File: src/rtl/load_queue_n.sv
// load_queue_n: tracks in-flight loads from allocation through cache/store-queue
// issue, data return and CDB writeback, with branch-mask squash handling.
module load_queue_n #(
    parameter int DEPTH = 4,
    parameter int TAG_W = 6,
    parameter int BM_W  = 4,
    localparam int IDX_W = $clog2(DEPTH)
) (
    input  logic             clock,
    input  logic             reset,
    input  logic             in_valid,
    output logic             in_ready,
    input  logic [31:0]      in_addr,
    input  logic [1:0]       in_size,
    input  logic             in_unsigned,
    input  logic [TAG_W-1:0] in_tag,
    input  logic [BM_W-1:0]  in_bmask,
    output logic             req_valid,
    input  logic             req_ready,
    output logic [31:0]      req_addr,
    output logic [IDX_W-1:0] req_idx,
    input  logic [31:0]      fwd_data,
    input  logic [3:0]       fwd_mask,
    input  logic             resp_valid,
    input  logic [IDX_W-1:0] resp_idx,
    input  logic [31:0]      resp_data,
    output logic [DEPTH-1:0] cdb_req,
    input  logic [DEPTH-1:0] cdb_gnt,
    output logic             cdb_valid,
    output logic [TAG_W-1:0] cdb_tag,
    output logic [31:0]      cdb_data,
    input  logic [BM_W-1:0]  b_resolve,
    input  logic             b_mispred
);

    logic [DEPTH-1:0]             ent_free;
    logic [DEPTH-1:0]             ent_wait_issue;
    logic [DEPTH-1:0]             ent_done;
    logic [DEPTH-1:0]             ent_gnt_ok;
    logic [DEPTH-1:0]             alloc_oh;
    logic [DEPTH-1:0]             issue_oh;
    logic [DEPTH-1:0][31:0]       ent_addr;
    logic [DEPTH-1:0][31:0]       ent_result;
    logic [DEPTH-1:0][TAG_W-1:0]  ent_tag;
    logic                         in_squash;
    logic [BM_W-1:0]              in_bmask_st;

    // Incoming load killed by a same-cycle mispredict, or its resolved bit dropped.
    assign in_squash   = b_mispred && |(in_bmask & b_resolve);
    assign in_bmask_st = b_mispred ? in_bmask : (in_bmask & ~b_resolve);
    assign in_ready    = |ent_free;
    assign req_valid   = |ent_wait_issue;
    assign cdb_req     = ent_done;
    assign cdb_valid   = |ent_gnt_ok;

    // Allocate into the lowest-index FREE entry.
    always_comb begin
        logic found;
        found    = 1'b0;
        alloc_oh = '0;
        for (int i = 0; i < DEPTH; i++) begin
            if (ent_free[i] && !found) begin
                found       = 1'b1;
                alloc_oh[i] = in_valid && !in_squash;
            end
        end
    end

    // Present the lowest-index WAIT_ISSUE entry to the cache and store queue.
    always_comb begin
        logic found;
        found    = 1'b0;
        req_idx  = '0;
        req_addr = '0;
        issue_oh = '0;
        for (int i = 0; i < DEPTH; i++) begin
            if (ent_wait_issue[i] && !found) begin
                found       = 1'b1;
                req_idx     = IDX_W'(i);
                req_addr    = ent_addr[i];
                issue_oh[i] = req_ready;
            end
        end
    end

    // Broadcast the granted entry; grants are one-hot so OR-muxing is safe.
    always_comb begin
        cdb_tag  = '0;
        cdb_data = '0;
        for (int i = 0; i < DEPTH; i++) begin
            if (ent_gnt_ok[i]) begin
                cdb_tag  = cdb_tag | ent_tag[i];
                cdb_data = cdb_data | ent_result[i];
            end
        end
    end

    for (genvar i = 0; i < DEPTH; i++) begin : g_ent
        load_queue_entry #(
            .TAG_W(TAG_W),
            .BM_W (BM_W)
        ) u_ent (
            .clock        (clock),
            .reset        (reset),
            .alloc        (alloc_oh[i]),
            .in_addr      (in_addr),
            .in_size      (in_size),
            .in_unsigned  (in_unsigned),
            .in_tag       (in_tag),
            .in_bmask     (in_bmask_st),
            .issue        (issue_oh[i]),
            .fwd_data     (fwd_data),
            .fwd_mask     (fwd_mask),
            .resp         (resp_valid && (resp_idx == IDX_W'(i))),
            .resp_data    (resp_data),
            .grant        (cdb_gnt[i]),
            .b_resolve    (b_resolve),
            .b_mispred    (b_mispred),
            .is_free      (ent_free[i]),
            .is_wait_issue(ent_wait_issue[i]),
            .is_done      (ent_done[i]),
            .gnt_ok       (ent_gnt_ok[i]),
            .req_addr     (ent_addr[i]),
            .tag          (ent_tag[i]),
            .result       (ent_result[i])
        );
    end

endmodule

// load_queue_entry: one load slot; owns its state machine, merged data and
// the byte/half/word extraction of its result.
module load_queue_entry #(
    parameter int TAG_W = 6,
    parameter int BM_W  = 4
) (
    input  logic             clock,
    input  logic             reset,
    input  logic             alloc,
    input  logic [31:0]      in_addr,
    input  logic [1:0]       in_size,
    input  logic             in_unsigned,
    input  logic [TAG_W-1:0] in_tag,
    input  logic [BM_W-1:0]  in_bmask,
    input  logic             issue,
    input  logic [31:0]      fwd_data,
    input  logic [3:0]       fwd_mask,
    input  logic             resp,
    input  logic [31:0]      resp_data,
    input  logic             grant,
    input  logic [BM_W-1:0]  b_resolve,
    input  logic             b_mispred,
    output logic             is_free,
    output logic             is_wait_issue,
    output logic             is_done,
    output logic             gnt_ok,
    output logic [31:0]      req_addr,
    output logic [TAG_W-1:0] tag,
    output logic [31:0]      result
);

    typedef enum logic [2:0] {
        S_FREE, S_WAIT_ISSUE, S_WAIT_DATA, S_DONE, S_ORPHAN
    } state_t;

    state_t           state_q, state_d;
    logic [31:0]      addr_q, addr_d;
    logic [1:0]       size_q, size_d;
    logic             uns_q, uns_d;
    logic [TAG_W-1:0] tag_q, tag_d;
    logic [BM_W-1:0]  bmask_q, bmask_d;
    logic [31:0]      data_q, data_d;
    logic [3:0]       bval_q, bval_d;
    logic             squash;
    logic [7:0]       byte_sel;
    logic [15:0]      half_sel;

    assign squash        = b_mispred && |(bmask_q & b_resolve);
    assign is_free       = (state_q == S_FREE);
    assign is_wait_issue = (state_q == S_WAIT_ISSUE);
    assign is_done       = (state_q == S_DONE);
    assign gnt_ok        = grant && is_done && !squash;
    assign req_addr      = {addr_q[31:2], 2'b00};
    assign tag           = tag_q;

    // Next-state: lifecycle transitions, then a squash overrides whatever else happened.
    always_comb begin
        state_d = state_q;
        addr_d  = addr_q;
        size_d  = size_q;
        uns_d   = uns_q;
        tag_d   = tag_q;
        bmask_d = bmask_q;
        data_d  = data_q;
        bval_d  = bval_q;
        if (!b_mispred) bmask_d = bmask_q & ~b_resolve;
        case (state_q)
            S_FREE: begin
                if (alloc) begin
                    state_d = S_WAIT_ISSUE;
                    addr_d  = in_addr;
                    size_d  = in_size;
                    uns_d   = in_unsigned;
                    tag_d   = in_tag;
                    bmask_d = in_bmask;
                    data_d  = '0;
                    bval_d  = '0;
                end
            end
            S_WAIT_ISSUE: begin
                if (issue) begin
                    for (int k = 0; k < 4; k++)
                        if (fwd_mask[k]) data_d[8*k +: 8] = fwd_data[8*k +: 8];
                    bval_d  = fwd_mask;
                    state_d = (fwd_mask == 4'hF) ? S_DONE : S_WAIT_DATA;
                end
            end
            S_WAIT_DATA: begin
                if (resp) begin
                    // Forwarded bytes are younger than the cache copy and must survive.
                    for (int k = 0; k < 4; k++)
                        if (!bval_q[k]) data_d[8*k +: 8] = resp_data[8*k +: 8];
                    bval_d  = 4'hF;
                    state_d = S_DONE;
                end
            end
            S_DONE:   if (grant) state_d = S_FREE;
            S_ORPHAN: if (resp)  state_d = S_FREE;
            default:  state_d = S_FREE;
        endcase
        if (squash) begin
            case (state_q)
                S_WAIT_ISSUE, S_DONE: state_d = S_FREE;
                S_WAIT_DATA:          state_d = S_ORPHAN;
                default:              ;
            endcase
        end
    end

    // Extract and extend the addressed byte/half from the merged word.
    always_comb begin
        byte_sel = data_q[7:0];
        case (addr_q[1:0])
            2'd1:    byte_sel = data_q[15:8];
            2'd2:    byte_sel = data_q[23:16];
            2'd3:    byte_sel = data_q[31:24];
            default: byte_sel = data_q[7:0];
        endcase
        half_sel = addr_q[1] ? data_q[31:16] : data_q[15:0];
        case (size_q)
            2'd0:    result = uns_q ? {24'b0, byte_sel} : {{24{byte_sel[7]}}, byte_sel};
            2'd1:    result = uns_q ? {16'b0, half_sel} : {{16{half_sel[15]}}, half_sel};
            default: result = data_q;
        endcase
    end

    // Entry registers; reset clears every field, orphans included.
    always_ff @(posedge clock) begin
        if (reset) begin
            state_q <= S_FREE;
            addr_q  <= '0;
            size_q  <= '0;
            uns_q   <= 1'b0;
            tag_q   <= '0;
            bmask_q <= '0;
            data_q  <= '0;
            bval_q  <= '0;
        end else begin
            state_q <= state_d;
            addr_q  <= addr_d;
            size_q  <= size_d;
            uns_q   <= uns_d;
            tag_q   <= tag_d;
            bmask_q <= bmask_d;
            data_q  <= data_d;
            bval_q  <= bval_d;
        end
    end

endmodule

File: config.mk
export PLATFORM = sky130hd
export DESIGN_NAME = load_queue_n
export DESIGN_NICKNAME = d
export VERILOG_FILES = /design/src/rtl/load_queue_n.sv
export SDC_FILE = /design/constraint.sdc
export NUM_CORES = 1
export LEC_CHECK = 0
export ABC_AREA = 0
export BUFFER_PORTS_ARGS = -buffer_cell sky130_fd_sc_hd__buf_2
export CORE_AREA = 4 4 216 218
export CTS_CLUSTER_SIZE = 28
export DETAILED_ROUTE_END_ITERATION = 16
export DIE_AREA = 0 0 220 222
export GPL_TIMING_DRIVEN = 0
export PLACE_DENSITY = 0.66
export SETUP_SLACK_MARGIN = 0.15
export SYNTH_ARGS = -nofsm -noshare
export SYNTH_HDL_FRONTEND = slang
export SYNTH_HIERARCHICAL = 1
export SYNTH_SLANG_ARGS = --single-unit
File: constraint.sdc
create_clock -name clock -period 8.1 [get_ports clock]
set_clock_uncertainty 0.15 [all_clocks]
set_input_delay 0.81 -clock clock [delete_from_list [all_inputs] [get_ports clock]]
set_output_delay 0.81 -clock clock [all_outputs]
set_load 0.05 [all_outputs]
# Yosys cells after proc, flatten, opt, wreduce, memory -nomap -nowiden
# Cells that the tools add are included.
dict set report classes {
  bitwise_logic 17
  eq_ne 80
  n_reduce_logical 84
  mux 147
}
# op count
set op_table {}
lappend op_table {{$mux 32} 28}
lappend op_table {{$pmux 32 s3} 4}
lappend op_table {{$pmux 32 s2} 4}
lappend op_table {{$mux 8} 20}
lappend op_table {{$mux 4} 25}
lappend op_table {{$or 32x32->32} 3}
lappend op_table {{$pmux 8 s3} 4}
lappend op_table {{$reduce_and 6->1} 16}
lappend op_table {{$mux 3} 24}
lappend op_table {{$mux 16} 4}
lappend op_table {{$ne 2x2->1 const B} 32}
lappend op_table {{$pmux 3 s5} 4}
lappend op_table {{$pmux 4 s3} 4}
lappend op_table {{$and 4x4->4} 10}
lappend op_table {{$reduce_or 4->1} 8}
lappend op_table {{$eq 3x2->1 const B} 8}
lappend op_table {{$logic_and 1x1->1} 24}
lappend op_table {{$mux 6} 4}
lappend op_table {{$ne 2x1->1 const B} 12}
lappend op_table {{$pmux 3 s2} 4}
lappend op_table {{$eq 2x2->1 const B} 10}
lappend op_table {{$eq 2x1->1 const B} 9}
lappend op_table {{$or 6x6->6} 3}
lappend op_table {{$mux 1} 16}
lappend op_table {{12 further kinds} 48}
dict set report totals {
  word_cells 372
  output_inout_bits 79
  regBits 336
}

# Depth between registers and ports, before layout
# Gate-level depths: netlist (run 1).
dict set report logic_depth {
  depth_word 15
  mapped_depth 13
}

# Hierarchy
# Netlist (run 1), hierarchy kept.
# module cells_per_inst area_each_um2 instances seq_area_each_um2
set by_module_without_submodules {}
lappend by_module_without_submodules {{load_queue_entry (g_ent[0].u_ent ...)} 572 4496.8 3 1681.6}
lappend by_module_without_submodules {{load_queue_entry (g_ent[3].u_ent)} 569 4438.0 1 1681.6}
lappend by_module_without_submodules {load_queue_n 346 2060.7 1 0.0}

# Least setup slack after synthesis (run 1)
# OpenSTA, ideal clock, no wires.
dict set report synth_path {
  kind {reg2out}
  start {register g_ent[1].u_ent.state_q[0]}
  end {output port req_addr[10]}
  arrival_time_ns 2.791
  stages_incl_launch_ff 8
  path_buffers 4
  slack_ns 4.349
  cell_sequence {dfxtp_1 > buf_6 > nor3b_1 > clkbuf_1 > buf_4 > clkbuf_1 > a211oi_1 > o31ai_1}
}
dict set report synth_via {
  elab_chain_len 9
  elab_cells_between_ends 11
  classes_between {1 x eq/ne; 5 x mux; 5 x reduce/logical}
}
# element line_no
set synth_rtl {}
lappend synth_rtl {{from (decl)} 166} ;# state_t state_q, state_d;
lappend synth_rtl {{from (signal assigned)} 269} ;# state_q <= state_d;
lappend synth_rtl {{$eq 3x1->1 *} 180} ;# assign is_wait_issue = (state_q == S_WAIT_ISSUE);
lappend synth_rtl {{via ent_wait_issue[1]} 37} ;# logic [DEPTH-1:0] ent_wait_issue;
lappend synth_rtl {{$logic_and 1x1->1 *} 77} ;# if (ent_wait_issue[i] && !found) begin
lappend synth_rtl {{$mux 1} 77}
lappend synth_rtl {{$logic_not 1->1} 77}
lappend synth_rtl {{$logic_and 1x1->1} 77}
lappend synth_rtl {{$mux 1} 77}
lappend synth_rtl {{$logic_not 1->1} 77}
lappend synth_rtl {{$logic_and 1x1->1} 77}
lappend synth_rtl {{$mux 32 *} 77}
lappend synth_rtl {{to (decl)} 20} ;# output logic [31:0] req_addr,
# Mark *: on every way through the listed nets, which the timed path passes. The rest lies on a longest branch.

# Final worst setup path (run 1)
dict set report layout_path {
  start {register g_ent[2].u_ent.state_q[1]}
  end {output port cdb_data[26]}
}
dict set report layout_via {
  elab_chain_len 6
}
# element line_no
set layout_rtl {}
lappend layout_rtl {{from (decl)} 166}
lappend layout_rtl {{from (signal assigned)} 269}
lappend layout_rtl {{$eq 3x2->1 *} 181} ;# assign is_done = (state_q == S_DONE);
lappend layout_rtl {{$logic_and 1x1->1 * (2 in a row)} 182} ;# assign gnt_ok = grant && is_done && !squash;
lappend layout_rtl {{via ent_gnt_ok[2]} 39} ;# logic [DEPTH-1:0] ent_gnt_ok;
lappend layout_rtl {{$mux 32 *} 91} ;# if (ent_gnt_ok[i]) begin
lappend layout_rtl {{$or 32x32->32} 93} ;# cdb_data = cdb_data | ent_result[i];
lappend layout_rtl {{$mux 32 *} 91}
lappend layout_rtl {{to (decl)} 31} ;# output logic [31:0] cdb_data,
# Marks and branches as above.

==> metrics list, run 1 <==
* Flip-flop cell with the highest count after synthesis: sky130_fd_sc_hd__dfxtp_1
- In this run the tightest slew margin relative to its limit is 0.226.
- First-pass detailed-route iteration total: 10
* Switching share of power: 0.304
* Number of warnings printed during yosys synthesis: 6
- Capturing element type of the critical path: output pin
* Largest family of logic cells by synthesized area: compound AO/OA/AOI/OAI gates
* Setup Viol. Count Final: 0
* Critical path data arrival time: 4.63 ns
* Most common cell after layout, fill and taps aside: sky130_fd_sc_hd__nand2_1
- Of the synthesized area, sequential elements account for 0.337.
* Internal power of the cells: approximately 3000 µW
* First-pass GRT wire length: 130000 µm
- CTS placed an instance of sky130_fd_sc_hd__clkbuf_16 at the clock tree root.
- In this run the worst path has a maximum fanout of 10.
- The analysis attributes to net switching a power of approximately 1300 µW.
* Top library cells by usage in the layout, fill and taps aside: sky130_fd_sc_hd__nand2_1 (562), sky130_fd_sc_hd__a21oi_1 (357), sky130_fd_sc_hd__dfxtp_1 (336), sky130_fd_sc_hd__buf_2 (261), sky130_fd_sc_hd__a22oi_1 (216)
- From synthesis to final layout, the design area changed by 15.6%.
- # resized after CTS: 0
- Post-layout nets: 3013
- CORE AREA: about 45000 µm²
- Via count normalized by instance count: around 6.2
* Gate Count Post-Synth: between 2000 and 3000
* Compound-cell area share of the yosys netlist: 0.295
* Final antenna-violating net count: 0
- Iteration-0 DRC Markers: 2899
- The critical path is of the register to output pin type.
- Buffers inserted to repair hold after CTS numbered 0.
- For this run, the slowest stage of the critical path takes between 0.9 and 1 ns.
- Synth async-reset ratio: 0
* Number of placement rows: 78
* Drt drc: 0
- The final hold violation count is 0.
* Via count: approximately 22000
- Of the cells placed in the final design, the portion with a size suffix greater than 1 is 0.193.
* Critical path startpoint category: register
* FF+latch count, synth: 336
- Maximum ir drop on the vdd rail: around 0.00013 V
- I/O pin count: between 200 and 250
* Routed wire length: 89300 µm
- Minimum clock period: between 5 and 6 ns
- Die ar.: between 40000 and 50000 µm²
- Walking the worst path, the cells encountered are buf_4, clkbuf_1, nor2b_1, nor3b_1, clkbuf_1, clkbuf_1, a22oi_1, nand2_1, buf_2.
- After clock tree synthesis, the clock-pin slew on the worst setup and hold paths is ~0.060 ns.
* Cell with the most instances on the worst path: sky130_fd_sc_hd__clkbuf_1
- CTS built an H-tree with a depth of 2.
- Buffers placed on the I/O ports in this run total between 200 and 250.
* Avg Synthesized Cell Area: between 7 and 8 µm²
- Of the total power, registers draw 0.408.
- Simple logic cell fraction of the synthesized area: 0.221
* Synth Area in Adders: 0
* Final worst-path cycle share: 0.690
* Layout fillers: around 4500
* Maximum number of pins on one net before global-route repair: 22
- Leakage power of the design: 0.00881 µW
- Of the total synthesized cell area, the portion taken by XOR and XNOR cells is 0.
- Max-cap violations in this run came to 0.
- Portion of netlist area occupied by mux cells: 0.0381
* Minimum setup slack in the final design: about 2.5 ns
- Areal power density over the cells: 181 nW/µm²
* Clock Sinks: approximately 340
- For the worst setup path, the data required time is slightly above 7 ns.
- For the pin with the worst max-slew slack, the measured transition is approximately 1.2 ns.
* Setup slack at placement: between 2 and 3 ns
- For this run the aggregate overflow at the end of global routing stands at 0.
* EDFF count, synth: 0
* Max Freq: 179 MHz
- Number of antenna violations at the first check in global routing: 4
- Among cell families on the critical path, the largest total delay comes from buffers and inverters.
* Starting utilization of the core area: 0.445
- The flow ran to the end, and the final reports show no timing, DRC or antenna violations.
- Setup repair after global routing left no endpoint under its margin.
- Dividing the detail-routed wire length by the instance count gives around 25 µm.
- Among all stages on the critical path, the largest delay is contributed by sky130_fd_sc_hd__nor3b_1.
- Total half-perimeter wirelength after legalization and detailed placement: 69100 µm
- The via count of the first global-routing pass is 20300.
- Die W: 220 µm
- Routability-driven placement finished with a final weighted congestion of 1.13.
* Clock latency of the later-clocked register in the worst-skew pair: just under 0.6 ns
- Clk pwr share: 0.439
- Final Max Tran Viols: 0
- The longest clock path from root to sink contains 3 buffers.
* TritonCTS clock tree: yes
- The cell area that synthesis handed to floorplanning was approximately 20000 µm².
- Together, buffers and inverters on the worst path number 5.
- Global routing usage summed across all routing layers: 0.351
* Combinational group share of total power: 0.153
- Count of different cell masters after synthesis: 57
- Summed over all failing endpoints, the final setup total negative slack is 0 ns.
* Vertical die dimension: about 220 µm
- Clock tree synthesis inserted a total of slightly above 40 buffers.
* Min-delay worst type: register to register
- Buffers added to address setup during post-CTS repair amount to 0.
[Yosys cell counts, types with 4 or more instances]
library cell               instances  area, µm²
sky130_fd_sc_hd__nand2_1         562       2110
sky130_fd_sc_hd__a21oi_1         357       1790
sky130_fd_sc_hd__dfxtp_1         336       6730
sky130_fd_sc_hd__a22oi_1         216       1620
sky130_fd_sc_hd__buf_4           153       1150
sky130_fd_sc_hd__or3_1           148        926
sky130_fd_sc_hd__o21ai_0         145        726
sky130_fd_sc_hd__clkbuf_1        129        484
sky130_fd_sc_hd__nor2_1           72        270
sky130_fd_sc_hd__o22a_1           59        517
sky130_fd_sc_hd__buf_2            55        275
sky130_fd_sc_hd__a211oi_1         33        248
sky130_fd_sc_hd__o31ai_1          32        240
sky130_fd_sc_hd__nor2_2           29        181
sky130_fd_sc_hd__a221o_1          28        280
sky130_fd_sc_hd__mux4_2           28        631
sky130_fd_sc_hd__nand2b_1         28        175
sky130_fd_sc_hd__nor3b_1          28        210
sky130_fd_sc_hd__nand3_1          21        105
sky130_fd_sc_hd__a211o_1          20        175
sky130_fd_sc_hd__buf_1            12       45.0
sky130_fd_sc_hd__buf_6            12        135
sky130_fd_sc_hd__mux2i_1          12        120
sky130_fd_sc_hd__inv_1            11       41.3
sky130_fd_sc_hd__nor3_1            9       45.0
sky130_fd_sc_hd__o21a_1            8       60.1
sky130_fd_sc_hd__a21boi_0          7       52.6
sky130_fd_sc_hd__nor4_1            7       43.8
sky130_fd_sc_hd__a21o_1            5       37.5
sky130_fd_sc_hd__and3_1            5       31.3
sky130_fd_sc_hd__a31oi_1           4       25.0
sky130_fd_sc_hd__and2_1            4       25.0
sky130_fd_sc_hd__conb_1            4       15.0
sky130_fd_sc_hd__nor2b_1           4       25.0
sky130_fd_sc_hd__nor3_2            4       40.0
sky130_fd_sc_hd__o21ai_1           4       20.0
sky130_fd_sc_hd__o22ai_1           4       25.0
[metal layers]
layer | vias up | wire [µm] | global-route usage
met1 | 10500 | 35200 | 0.471
met4 | 6 | 5070 | 0.167
met3 | 260 | 10500 | 0.0881
li1 | 9820 | - | -
met2 | 1338 | 38500 | 0.528
met5 | - | 42 | 0
[tightest hold or removal path: cells and delay by family (launching register included)]
family | cells | cell delay (ns)
DFF | 1 | 0.31
and+or+nand+nor | 1 | 0.05
AOI/OAI and AO/OA | 1 | 0.05
[worst paths after layout]
check                                              start                                endpoint  slack [ns]  cells after the start
setup / recovery    g_ent[2].u_ent/state_q[1]$_SDFF_PP0_                            cdb_data[26]        2.51                      9
hold / removal    g_ent[0].u_ent/addr_q[26]$_SDFFE_PP0P_  g_ent[0].u_ent/addr_q[26]$_SDFFE_PP0P_        0.30                      2
setup reg to reg    g_ent[2].u_ent/state_q[0]$_SDFF_PP0_   g_ent[2].u_ent/bval_q[0]$_SDFFE_PP0P_        3.93                     12
hold reg to reg   g_ent[0].u_ent/addr_q[26]$_SDFFE_PP0P_  g_ent[0].u_ent/addr_q[26]$_SDFFE_PP0P_        0.30                      2
[area by class of cell]
class / count / area (µm²) / area share
Multi-Input combinational cell: 1923 / 11100 / 0.480
Sequential cell: 336 / 6730 / 0.291
Buffer: 364 / 2130 / 0.0923
Clock buffer: 56 / 1160 / 0.0503
Timing Repair Buffer: 206 / 1030 / 0.0446
Tap cell: 600 / 751 / 0.0325
Clock inverter: 18 / 159 / 0.00688
Inverter: 12 / 45.0 / 0.00195
Antenna cell: 1 / 2.50 / 0.000108
[kinds of logic (layout without fill, tap and decap cells)]
| family | Yosys count | in the layout |
|---|---|---|
| buffers and inverters | 376 | 656 |
| AOI/OAI and AO/OA | 931 | 931 |
| DFF | 336 | 336 |
| muxes | 41 | 41 |
| and+or+nand+nor | 943 | 943 |
| other | 4 | 9 |
[power groups by stage]
| stage | registers [µW] | clock network [µW] | logic, µW |
|---|---|---|---|
| finish | 1710 | 1840 | 643 |
| global route | 1710 | 1920 | 674 |
| CTS | 1710 | 1850 | 625 |
| detailed placement | 1750 | 0 | 623 |
| global placement | 1740 | 0 | 616 |
| floorplan | 1740 | 0 | 381 |
[per-stage QoR]
step                std cells  total power (µW)  hold slack, ns  utilization  area (µm²)
floorplan                2635              2120           0.286            -       20000
global placement         3441              2360           0.292        0.485       21800
detailed placement       3441              2370           0.297        0.485       21800
CTS                      3515              4180           0.304        0.515       23100
global route             3516              4310           0.319        0.515       23100
finish                   3516              4190           0.304        0.515       23100
[state kept, by name, summed over array words and instances, names as in the netlist]
signal	cells
g_ent.u_ent/data_q	128
g_ent.u_ent/bval_q	16
g_ent.u_ent/bmask_q	16
g_ent.u_ent/addr_q	128
g_ent.u_ent/size_q	8
g_ent.u_ent/tag	24
g_ent.u_ent/state_q	12
g_ent.u_ent/uns_q	4
(Power assumes the default switching activity.)
==> run 2, diff against run 1 <==
--- a/config.mk
+++ b/config.mk
@@ -12,7 +12,7 @@
 export DETAILED_ROUTE_END_ITERATION = 16
 export DIE_AREA = 0 0 220 222
 export GPL_TIMING_DRIVEN = 0
-export PLACE_DENSITY = 0.66
+export PLACE_DENSITY = 0.69
 export SETUP_SLACK_MARGIN = 0.15
 export SYNTH_ARGS = -nofsm -noshare
 export SYNTH_HDL_FRONTEND = slang
==> constraint.sdc (replaced) <==
create_clock -name clock -period 4.45 [get_ports clock]
set_clock_uncertainty 0.15 [all_clocks]
set_input_delay 0.445 -clock clock [delete_from_list [all_inputs] [get_ports clock]]
set_output_delay 0.445 -clock clock [all_outputs]
set_load 0.05 [all_outputs]
==> run 2 against run 1 <==
Net effect: first-iteration DRC count increased by 3.5%; critical path type unchanged; register-to-register slack worse by 3.6 ns; utilization rose by 0.60 points; non-clock buffer count is 29 higher; total power increased by 79%; largest cell class unchanged; wire length grew 1.5%; sequential share of layout area is 0.34 points lower; flip-flop and latch count unchanged; die area unchanged; setup slack lost 2.4 ns; via count rose by 0.96%.
==> metrics list, run 2 (same netlist as run 1, synthesis figures left out) <==
- The flow ran to the end, and the final reports show no timing, DRC or antenna violations.
- The worst reg-to-reg path cell count was 12 (unchanged).
- Max H-tree Level: 2 (unchanged)
- The die height is 222 µm (unchanged).
- From synthesis to final layout, the design area changed by 17.0%.
- The number of placed instances, taps included was 3441 (unchanged).
- PortBufs: 206 (unchanged)
- The longest individual stage delay on the worst path came to 0.95 ns (about the same).
- Walking the worst path, the cells encountered are a22oi_1, a21boi_0, nor3b_4, clkbuf_2, clkbuf_1, a22oi_1, nand2_1, buf_2.
- In this run the clock root is driven by a sky130_fd_sc_hd__clkbuf_16.
- The startpoint identified for the worst hold timing path is in_addr[22].
- The final-report setup violation count was 0 (unchanged).
- WS Path Type: register to output pin
* Clock Sinks: 336 (unchanged)
* Final antenna-violating net count: 0 (unchanged)
* R2r endpoint: g_ent[0].u_ent/data_q[8]$_SDFFE_PP0P_
- Most common cell after layout, fill and taps aside: sky130_fd_sc_hd__nand2_1
* Maximum ir drop on the vdd rail: 0.000314 V (+130%)
* Clock transition at the register clock pins on the worst setup and hold paths after CTS: 0.06 ns (about the same)
* Max Freq: approximately 230 MHz
- Dividing the final minimum period by the clock period gives 0.974.
- Starting utilization of the core area: 0.445 (unchanged)
- The max-cap check violation count was 0 (unchanged).
- The via count is 22100 (+0.96%).
* Slew at the pin closest to its max-slew limit: 1.23 ns (+0.0751 ns)
- Areal power density over the cells: 321 nW/µm² (+77%)
- Drt drc: 0 (unchanged)
- The worst hold path terminates at g_ent[1].u_ent/addr_q[22]$_SDFFE_PP0P_.
* Die ar.: 48800 µm² (unchanged)
- The critical path arrival was 3.74 ns (-0.89 ns).
- The number of buffers on the longest clock path was 3 (unchanged).
- The final wirelength was 90700 µm (+1.5%).
- The internal reg-to-reg setup slack is 0.34 ns (-3.59 ns).
- The proportion of layout cells with a drive suffix above 1 is 0.194 (about the same).
- CP Max Fanout: 10 (unchanged)
- The detailed placement HPWL is 69400 µm (+0.41%).
- The worst slew slack as a fraction of its limit is 0.170 (-0.0558).
- Data required time of the critical path: 3.86 ns (-3.28 ns)
* Top library cells by usage in the layout, fill and taps aside: sky130_fd_sc_hd__nand2_1 (562), sky130_fd_sc_hd__a21oi_1 (357), sky130_fd_sc_hd__dfxtp_1 (336), sky130_fd_sc_hd__buf_2 (263), sky130_fd_sc_hd__a22oi_1 (216)
- Vias in the first global route: 20100 (-0.80%)
- Minimum clock period: around 4.3 ns
- The first-pass detailed-route iteration total came to 10 (unchanged).
- Number of antenna violations at the first check in global routing: 7 (+3)
* Post-CTS Setup Bufs: 0 (unchanged)
- CORE AREA: 44900 µm² (unchanged)
* Number of hold violations in the final report: 0 (unchanged)
* First-pass GRT wire length: 130000 µm (about the same)
- Post-layout nets: 3040 (+0.90%)
- Capturing element type of the critical path: output pin
* Cell with the most instances on the worst path: sky130_fd_sc_hd__a22oi_1
- Wire per inst: 25.6 µm (+0.61%)
* TritonCTS clock tree: yes
- Power Total: 7500 µW (+79%)
* Final global-route overflow total: 0 (unchanged)
* Crit-path slowest cell: sky130_fd_sc_hd__a21boi_0
* Maximum number of pins on one net before global-route repair: 22 (unchanged)
- Placer's final routability congestion estimate: 1.09 (-3.5%)
* Clock latency of the later-clocked register in the worst-skew pair: 0.59 ns (about the same)
- The via density per instance was 6.24 (+0.10%).
- The count of final max-slew check failures was 0 (unchanged).
* Leakage power of the design: 0.00893 µW (+1.4%)
- RSZ-0062 raised after global routing: true
- The path class of the tightest hold or removal check is primary input to register.
* Final-layout setup total negative slack: 0 ns (unchanged)
- Number of buffers added by the clock tree synthesis step: 39 (-4.9%)
- The number of stages on the worst hold path is 3 (+1).
- The worst register-to-register path begins at g_ent[0].u_ent/state_q[0]$_SDFF_PP0_.
* Critical path startpoint category: register
- The initial detailed-routing violation count came to 3000 (+3.5%).
- Number of placement rows: 78 (unchanged)
- Count of non-filler cells in the finished layout: 3546 (+0.85%)
* Die W: 220 µm (unchanged)
- Global routing usage summed across all routing layers: 0.354 (+0.00267)
* I/O pin count: 208 (unchanged)
==> run 2: changes by cell type in the layout (fill, tap and decap cells not counted), moves of 3 or more <==
cell / before / now
sky130_fd_sc_hd__clkbuf_1: 136 / 131
sky130_fd_sc_hd__diode_2: 1 / 7
sky130_fd_sc_hd__clkinvlp_4: 4 / 0
sky130_fd_sc_hd__inv_6: 3 / 0
sky130_fd_sc_hd__clkbuf_2: 0 / 6
sky130_fd_sc_hd__nor3b_1: 28 / 25
sky130_fd_sc_hd__dlygate4sd3_1: 0 / 29
==> run 2: worst max-delay path by stage <==
stage / from / endpoint / slack (ns) / cells after the start
floorplan: g_ent[1].u_ent/state_q[0]$_SDFF_PP0_ / req_addr[10] / 1.06 / 7
global placement: b_resolve[1] / cdb_data[27] / -0.09 / 9
detailed placement: b_resolve[1] / cdb_data[28] / -0.13 / 9
CTS: g_ent[1].u_ent/state_q[1]$_SDFF_PP0_ / cdb_data[22] / 0.19 / 9
global route: g_ent[1].u_ent/bmask_q[1]$_SDFF_PP0_ / cdb_data[28] / 0.10 / 8
finish: g_ent[1].u_ent/bmask_q[2]$_SDFF_PP0_ / cdb_data[22] / 0.12 / 8
==> run 2: repair_timing <==
action | CTS | global route
resized for setup | 8 | 13
setup endpoints to repair | 29 | 35
hold buffers | 29 | 0
hold endpoints to repair | 103 | 0
==> run 2: cell type report <==
class | instances | area, µm²
Antenna cell | 7 | 17.5
Inverter | 12 | 45.0
Clock buffer | 57 | 1130
Sequential cell | 336 | 6730
Tap cell | 600 | 751
Multi-Input combinational cell | 1923 | 11100
Timing Repair Buffer | 235 | 1320
Fill cell | 4412 | 21500
Clock inverter | 12 | 108
Buffer | 364 | 2140
==> run 2: power breakdown <==
group          switching, µW  internal [µW]  total [µW]
Sequential              44.5           3070        3110
Clock                   1360           1830        3180
Combinational            846            351        1200
Total                   2250           5250        7500
==> run 2: critical path: cells and delay by family, from the launching register on <==
| kind | cells | cell delay, ns |
|---|---|---|
| DFF | 1 | 0.33 |
| and+or+nand+nor | 2 | 0.37 |
| buffers and inverters | 3 | 0.83 |
| AOI/OAI and AO/OA | 3 | 1.60 |
==> run 2: per-layer routing <==
metal | global-route usage | up-vias | wire length (µm)
met5 | 0 | - | 34
met4 | 0.175 | 4 | 5500
met3 | 0.0887 | 298 | 11000
met2 | 0.525 | 1481 | 38800
met1 | 0.477 | 10500 | 35300
li1 | - | 9890 | -
==> run 2: per-stage QoR <==
step           setup slack (ns)  instance area, µm²  utilization  hold slack, ns
2_1_floorplan              1.06               20000            -           0.286
3_3_place_gp            -0.0856               21800        0.485           0.292
3_5_place_dp             -0.126               21800        0.485           0.297
4_1_cts                   0.194               23300        0.520        0.000802
5_1_grt                   0.102               23400        0.521          0.0143
6_report                  0.115               23400        0.521          0.0284
